$ cat config.mk
export PLATFORM = sky130hd
export DESIGN_NAME = moka_mem_arbiter
export DESIGN_NICKNAME = d
export VERILOG_FILES = /design/src/rtl/moka_pkg.sv /design/src/rtl/moka_arb_prio.sv /design/src/rtl/moka_mem_arbiter.sv
export SDC_FILE = /design/constraint.sdc
export NUM_CORES = 1
export LEC_CHECK = 0
export BUFFER_PORTS_ARGS = -buffer_cell sky130_fd_sc_hd__buf_2
export CAP_MARGIN = 40
export CORE_MARGIN = 8
export CORE_UTILIZATION = 50
export CTS_CLUSTER_SIZE = 10
export DETAILED_ROUTE_END_ITERATION = 12
export GPL_TIMING_DRIVEN = 0
export HOLD_SLACK_MARGIN = 0.1
export PLACE_DENSITY = 0.85
export RECOVER_POWER = 25
export REMOVE_ABC_BUFFERS = 1
export SYNTH_ARGS = -nofsm -noshare
export SYNTH_HDL_FRONTEND = slang
export SYNTH_SLANG_ARGS = --single-unit
$ cat constraint.sdc
create_clock -name clk -period 2.56 [get_ports clk]
set_input_delay 0.512 -clock clk [delete_from_list [all_inputs] [get_ports clk]]
set_output_delay 0.512 -clock clk [all_outputs]
set_load 0.02 [all_outputs]
$ cat src/rtl/moka_pkg.sv
// Shared types and defaults for the moka memory arbiter.
// Holds the FSM state encoding, the owner encoding and the default widths.
package moka_pkg;

  localparam int unsigned DefAddrWidth   = 32;
  localparam int unsigned DefDataWidth   = 32;
  localparam int unsigned DefStarveLimit = 4;

  // Wide enough for the largest allowed starvation limit (15).
  localparam int unsigned CntWidth = 4;

  typedef enum logic [1:0] {
    StIdle = 2'b00,
    StBusy = 2'b01,
    StResp = 2'b10
  } state_e;

  typedef enum logic {
    OwnIf = 1'b0,
    OwnLs = 1'b1
  } owner_e;

endpackage

$ cat src/rtl/moka_arb_prio.sv
// Fixed LS-over-IF priority with a saturating starvation counter.
// When IF has lost STARVE_LIMIT contended rounds in a row, it wins the next contended round.
module moka_arb_prio
  import moka_pkg::*;
#(
  parameter int unsigned STARVE_LIMIT = DefStarveLimit
) (
  input  logic clk,
  input  logic rstn,
  input  logic grant_en,
  input  logic if_req,
  input  logic ls_req,
  output logic grant_valid,
  output logic grant_ls
);

  localparam logic [CntWidth-1:0] LimitCnt = CntWidth'(STARVE_LIMIT);

  logic [CntWidth-1:0] r_cnt;
  logic                w_force_if;

  assign w_force_if  = (r_cnt == LimitCnt) && if_req && ls_req;
  assign grant_valid = grant_en && (if_req || ls_req);
  assign grant_ls    = ls_req && !w_force_if;

  // Only LS grants that actually beat a pending IF request count as starvation.
  always_ff @(posedge clk or negedge rstn) begin
    if (!rstn) begin
      r_cnt <= '0;
    end else if (grant_valid) begin
      if (!grant_ls) begin
        r_cnt <= '0;
      end else if (if_req && (r_cnt != LimitCnt)) begin
        r_cnt <= r_cnt + 1'b1;
      end
    end
  end

endmodule

$ cat src/rtl/moka_mem_arbiter.sv
// Two-port (instruction fetch / load-store) arbiter onto one shared memory port.
// One transaction at a time: IDLE grants, BUSY waits for mem_ack, RESP pulses the owner's ready.
module moka_mem_arbiter
  import moka_pkg::*;
#(
  parameter int unsigned ADDR_WIDTH   = DefAddrWidth,
  parameter int unsigned DATA_WIDTH   = DefDataWidth,
  parameter int unsigned STARVE_LIMIT = DefStarveLimit
) (
  input  logic                    clk,
  input  logic                    rstn,
  input  logic                    en,
  input  logic                    if_req,
  input  logic [ADDR_WIDTH-1:0]   if_addr,
  output logic [DATA_WIDTH-1:0]   if_rdata,
  output logic                    if_ready,
  input  logic                    ls_req,
  input  logic                    ls_we,
  input  logic [DATA_WIDTH/8-1:0] ls_be,
  input  logic [ADDR_WIDTH-1:0]   ls_addr,
  input  logic [DATA_WIDTH-1:0]   ls_wdata,
  output logic [DATA_WIDTH-1:0]   ls_rdata,
  output logic                    ls_ready,
  output logic                    mem_req,
  output logic                    mem_we,
  output logic [DATA_WIDTH/8-1:0] mem_be,
  output logic [ADDR_WIDTH-1:0]   mem_addr,
  output logic [DATA_WIDTH-1:0]   mem_wdata,
  input  logic                    mem_ack,
  input  logic [DATA_WIDTH-1:0]   mem_rdata
);

  state_e                  r_state;
  owner_e                  r_owner;
  logic                    r_mem_req;
  logic                    r_mem_we;
  logic [DATA_WIDTH/8-1:0] r_mem_be;
  logic [ADDR_WIDTH-1:0]   r_mem_addr;
  logic [DATA_WIDTH-1:0]   r_mem_wdata;
  logic [DATA_WIDTH-1:0]   r_if_rdata;
  logic [DATA_WIDTH-1:0]   r_ls_rdata;
  logic                    r_if_ready;
  logic                    r_ls_ready;

  logic w_grant_en;
  logic w_grant_valid;
  logic w_grant_ls;

  assign w_grant_en = (r_state == StIdle) && en;

  moka_arb_prio #(
    .STARVE_LIMIT (STARVE_LIMIT)
  ) u_prio (
    .clk         (clk),
    .rstn        (rstn),
    .grant_en    (w_grant_en),
    .if_req      (if_req),
    .ls_req      (ls_req),
    .grant_valid (w_grant_valid),
    .grant_ls    (w_grant_ls)
  );

  always_ff @(posedge clk or negedge rstn) begin
    if (!rstn) begin
      r_state     <= StIdle;
      r_owner     <= OwnIf;
      r_mem_req   <= 1'b0;
      r_mem_we    <= 1'b0;
      r_mem_be    <= '0;
      r_mem_addr  <= '0;
      r_mem_wdata <= '0;
      r_if_rdata  <= '0;
      r_ls_rdata  <= '0;
      r_if_ready  <= 1'b0;
      r_ls_ready  <= 1'b0;
    end else begin
      unique case (r_state)
        StIdle: begin
          if (w_grant_valid) begin
            r_mem_req <= 1'b1;
            r_state   <= StBusy;
            if (w_grant_ls) begin
              r_owner     <= OwnLs;
              r_mem_we    <= ls_we;
              r_mem_be    <= ls_be;
              r_mem_addr  <= ls_addr;
              r_mem_wdata <= ls_wdata;
            end else begin
              r_owner     <= OwnIf;
              r_mem_we    <= 1'b0;
              r_mem_be    <= '1;
              r_mem_addr  <= if_addr;
              r_mem_wdata <= '0;
            end
          end
        end
        StBusy: begin
          // mem_* stay frozen until the memory acknowledges.
          if (mem_ack) begin
            r_mem_req <= 1'b0;
            r_state   <= StResp;
            if (r_owner == OwnIf) begin
              r_if_rdata <= mem_rdata;
              r_if_ready <= 1'b1;
            end else begin
              if (!r_mem_we) begin
                r_ls_rdata <= mem_rdata;
              end
              r_ls_ready <= 1'b1;
            end
          end
        end
        StResp: begin
          r_if_ready <= 1'b0;
          r_ls_ready <= 1'b0;
          r_state    <= StIdle;
        end
        default: begin
          r_mem_req  <= 1'b0;
          r_if_ready <= 1'b0;
          r_ls_ready <= 1'b0;
          r_state    <= StIdle;
        end
      endcase
    end
  end

  assign mem_req   = r_mem_req;
  assign mem_we    = r_mem_we;
  assign mem_be    = r_mem_be;
  assign mem_addr  = r_mem_addr;
  assign mem_wdata = r_mem_wdata;
  assign if_rdata  = r_if_rdata;
  assign if_ready  = r_if_ready;
  assign ls_rdata  = r_ls_rdata;
  assign ls_ready  = r_ls_ready;

endmodule

# Word level (Yosys, flattened, before mapping)
# Index checks and enable logic that the tools add are counted.
[op_classes]
add_sub_neg = 1
n_eq_ne = 9
n_mux = 19
n_bitwise = 4
reduce_logical = 17
[ops]
columns = ["cell", "count"]
rows = [
  ["32-bit 2-to-1 mux", 2],
  ["4-bit 2-to-1 mux", 3],
  ["3-bit AND reduction", 4],
  ["1-bit 2-to-1 mux", 8],
  ["2-bit != test (second input constant)", 4],
  ["1-bit logical AND", 6],
  ["2-bit AND reduction", 3],
  ["4-bit by 1-bit adder with 4-bit output (second input constant)", 1],
  ["4-bit by 3-bit == test with 1-bit output (second input constant)", 1],
  ["2-bit 2-to-1 mux", 2],
  ["4-bit by 3-bit != test with 1-bit output (second input constant)", 1],
  ["1-bit NOT", 4],
  ["1-bit one-hot mux with 2 select lines", 2],
  ["2-bit one-hot mux with 2 select lines", 1],
  ["4-bit AND reduction", 1],
  ["1-bit one-hot mux with 3 select lines", 1],
  ["2-bit by 1-bit == test with 1-bit output (second input constant)", 1],
  ["2-bit == test (second input constant)", 1],
  ["2-bit logical NOT", 1],
  ["2-bit by 1-bit != test with 1-bit output (second input constant)", 1],
  ["1-bit logical NOT", 1],
  ["1-bit logical OR", 1],
]
[totals]
regBits = 143
input_bits = 139
out_inout_bits = 136
elab_cells = 62

# Logic depth before layout (Yosys ltp)
[depth]
ltp_word = 7
ltp_mapped = 7
mapped_depth_nobuf = 5

# Modules after synthesis
# From an unflattened synthesis, not the netlist that was laid out.
[unflattened]
hier_cells = 491
area_unflattened_um2 = 5878.1
[by_module_without_submodules]
columns = ["module", "n_inst", "cells_per_inst", "area_each_um2", "seq_area_each_um2"]
rows = [
  ["moka_mem_arbiter", 1, 462, 5615.4, 3478.3],
  ["moka_arb_prio", 1, 29, 262.8, 100.1],
]

# Worst setup path before layout
# No wires, ideal clock.
[synth_path]
path_kind = "reg2reg"
from = "register u_prio.r_cnt[0]"
to = "register r_mem_we (netlist: mem_we)"
setup_ns = 0.121
arrival_time_ns = 1.535
required_time_ns = 2.439
slack_ns = 0.904
stages_incl_launch_ff = 8
path_buffers = 2
period_less_slack_ns = 1.656
path_cell_list = "dfrtp_1 -> inv_1 -> ha_1 -> nand4b_2 -> and3_1 -> buf_2 -> buf_4 -> a22o_1"
[synth_between]
elab_chain_cells = 6
[synth_rtl]
columns = ["item", "line", "source"]
rows = [
  ["start: declaration", "moka_arb_prio.sv:19", "logic [CntWidth-1:0] r_cnt;"],
  ["start signal: assignment", "moka_arb_prio.sv:34", "r_cnt <= r_cnt + 1'b1;"],
  ["4-bit by 3-bit == test with 1-bit output", "moka_arb_prio.sv:22", "assign w_force_if = (r_cnt == LimitCnt) && if_req && ls_req;"],
  ["1-bit logical AND (2 in a row)", "moka_arb_prio.sv:22", ""],
  ["1-bit logical NOT", "moka_arb_prio.sv:24", "assign grant_ls = ls_req && !w_force_if;"],
  ["1-bit logical AND", "moka_arb_prio.sv:24", ""],
  ["1-bit 2-to-1 mux", "moka_mem_arbiter.sv:82", "if (w_grant_ls) begin"],
  ["end signal: assignment", "moka_mem_arbiter.sv:84", "r_mem_we <= ls_we;"],
  ["end: declaration", "moka_mem_arbiter.sv:36", "logic r_mem_we;"],
]
# Every way passes these cells.
# A chain may end at the register's enable or synchronous reset.

# Worst setup path in the final report
[layout_path]
from = "register r_state[0]"
to = "register r_mem_addr[13] (netlist: mem_addr[13])"
[layout_between]
elab_chain_cells = 4
[layout_rtl]
columns = ["item", "line", "source"]
rows = [
  ["start: declaration", "moka_mem_arbiter.sv:33", "state_e r_state;"],
  ["start signal: assignment", "moka_mem_arbiter.sv:65", "r_state <= StIdle;"],
  ["start signal: assignment", "moka_mem_arbiter.sv:81", "r_state <= StBusy;"],
  ["start signal: assignment", "moka_mem_arbiter.sv:101", "r_state <= StResp;"],
  ["2-bit logical NOT *", "moka_mem_arbiter.sv:49, moka_mem_arbiter.sv:77", ""],
  ["1-bit logical AND", "moka_mem_arbiter.sv:49", "assign w_grant_en = (r_state == StIdle) && en;"],
  ["1-bit logical AND", "moka_arb_prio.sv:23", "assign grant_valid = grant_en && (if_req || ls_req);"],
  ["2-bit AND reduction (no line) *", "--", ""],
  ["end signal: assignment", "moka_mem_arbiter.sv:86", "r_mem_addr <= ls_addr;"],
  ["end signal: assignment", "moka_mem_arbiter.sv:92", "r_mem_addr <= if_addr;"],
  ["end: declaration", "moka_mem_arbiter.sv:38", "logic [ADDR_WIDTH-1:0] r_mem_addr;"],
]
# Mark *: on every way between the ends. The rest lies on a longest branch, timed or not.

==> metrics.txt <==
status=complete, but fails checks; failing checks=capacitance limit, slew limit; first-pass GRT wire length=27,600 um; Via Count=just under 5,000; clk slew on worst S/H paths=approximately 0.060 ns; largest family of logic cells by synthesized area=compound AO/OA/AOI/OAI gates; gr usage total=0.238; Yosys top cell area share=0.621; fill cell count=around 820; DRC viols=0; clock sink total=between 100 and 150; setup ws final=between 0.15 and 0.2 ns; post-synthesis xor/xnor area fraction=0; Final Wtd Congestion=a little under 0.8; Worst-Margin Slew=approximately 1.6 ns; H-tree depth=4; fin. max-slew vios=between 60 and 70; Nets=between 800 and 900; Clock Latency Late Sink=around 0.41 ns; Hold Vio Cnt, Final=0; share of layout cells above drive strength 1=0.413; Post-DP HPWL=roughly 14,000 um; Synth Area in Simple Gates=0.0563; Row Count=39; vias in the first global route=between 5,000 and 6,000; Distinct cells, synth=33; initial antenna violation count=3; Core ar.=0.0113 sq mm; # setup viols final=0; final core occ=0.697; VDD IR-drop max=0.872 mV; Wirelength per Cell=around 21 um; fin crit period=2.40 ns; CP required=approximately 2.8 ns; pwr dens=approximately 1200 mW/mm^2; WL final=between 15,000 and 20,000 um; critical path fanouts, max=24; Avg Cell Area, Syn=roughly 13 sq um; area share of fa/ha/maj cells after synthesis=0.00434; Chip Height=roughly 120 um; Main synth FF type=dfrtp_1; DR pass1 iterations=4; crit start category=flop; Synth area leaders=dfrtp_1, mux2_1, a22o_1; # hold bufs at CTS=1; RSZ-0062 raised after global routing=no; Clock Skews=slightly above 0.01 ns; Synth Cell Area=about 0.0058 sq mm; CTS tree=done; Max Clk Rate=between 0.4 and 0.5 GHz; mux contribution to synthesized area=0.125; Post-synth EDFFs=0; Worst Hold Depth=2; post_cts resized=0; Initial Util=0.509; Final period util=0.936; Initial DRC Count=approximately 410; Num CTS Buffers=17; largest net degree at the start of global routing=82; DP Worst Slack=-0.231 ns; Port-buffer cells=roughly 270; area leader, netlist=dfrtp_1; DIE WIDTH=around 120 um; Routed Antenna Nets=0; gr ovfl total=0; CTS max path bufs=2; full die area=0.0152 sq mm; category of the most critical setup path=reg2reg; max cap viols=1; clock root buffer master=clkbuf_16; I/O pin count=about 280; Area growth syn-to-layout=36.9%; Cells after Synth=between 400 and 500; Post-CTS Setup Inserts=0; vias per cell=5.62; CP endpoint kind=flop; cells on worst reg2reg path=4; number of synthesized register bits=around 140; Slew HR=-0.0635; Synth Area in Compound Gates=0.158; FFs w/ async S/R, synth=1.00; Leakage Power=approximately 3.8 nW; crit path DAT=~2.7 ns; worst hold-check path type=in2reg; Seq/Total Area, Yosys=0.621; Yosys warnings=0
cells by family after synthesis:
group	Yosys count
compound gates	144
flops	143
mux	64
simple gates	56
buf+inv	44
fa+ha+maj	2
Yosys cell counts, types with 2 or more instances:
cell / instances
a21oi_1: 32
a22o_1: 33
a31oi_1: 35
buf_2: 9
buf_4: 6
clkbuf_1: 23
dfrtp_1: 143
ha_1: 2
inv_1: 5
mux2_1: 41
mux2_2: 23
nand2_1: 5
nand2b_1: 3
nand3_1: 35
nor2_1: 2
o21ai_0: 30
o21ai_1: 7
o22a_1: 4
critical path: stages (launching register included):
cell and delay (ns):
dfrtp_1 0.46, nor3b_4 0.75, and2_1 0.67, buf_8 0.27
a31oi_1 0.11
per-stage QoR:
stage                     std cells  TNS (ns)  instance area [sq um]  power [W]  hold slack (ns)
after global placement          832   -256.41                   7130    0.00705            0.461
after detailed placement        843     -8.28                   7380    0.00732            0.467
after floorplan                 415     -4.08                   5580    0.00570            0.216
final                           875         0                   7890    0.00948            0.321
after CTS                       874         0                   7940    0.00963            0.306
after global routing            875         0                   7890    0.00998            0.301
flip-flops by register name, indices dropped and copies added (netlist names):
name / flops
if_rdata: 32
if_ready: 1
ls_rdata: 32
ls_ready: 1
mem_addr: 32
mem_be: 4
mem_req: 1
mem_wdata: 32
mem_we: 1
r_owner: 1
r_state: 2
u_prio.r_cnt: 4
final timing paths:
path                                 end  slack (ns)    startpoint
max                         mem_addr[13]        0.16    r_state[0]
min                        mem_wdata[20]        0.32  ls_wdata[20]
min reg2reg                 ls_rdata[23]        0.48  ls_rdata[23]
max reg2reg                 mem_addr[13]        0.16    r_state[0]
max in group asynchronous   ls_rdata[18]        0.40          rstn
min in group asynchronous   if_rdata[11]        1.07          rstn
final cells by class:
type                       instances  area, sq um  share of cell area
tap                              143          179              0.0227
timing repair buffer             286         1560               0.198
clock buffer                      20          457              0.0579
sequential                       143         3580               0.454
multi-input combinational        266         1990               0.253
antenna                            1         2.50            0.000317
inverter                           6         22.5             0.00286
clock inverter                    10         88.8              0.0113
cells in the final DEF (no fill, tap or decap), types with 5 or more instances in the layout:
master     count
dfrtp_1      143
mux2_2        23
o21ai_1        7
nand2_1        5
a22o_1        33
a21oi_1       32
buf_2        233
inv_1          5
buf_8          5
clkbuf_1      41
buf_16         5
clkbuf_16     17
nand3_1       35
mux2_1        41
a31oi_1       35
o21ai_0       30
routing by layer:
layer  track usage  up-vias  share of wire
met4         0.117        2          0.026
met5             0        -        0.00060
li1              -     2210              -
met1         0.253     2389           0.36
met3         0.103       33           0.12
met2         0.398      281           0.49
report_power, final:
part | internal, W | total [W] | switching, W
logic | 0.00128 | 0.00350 | 0.00223
clock network | 0.00137 | 0.00227 | 0.000903
registers | 0.00317 | 0.00370 | 0.000529
total | 0.00582 | 0.00948 | 0.00366
(Power assumes the default switching activity.)
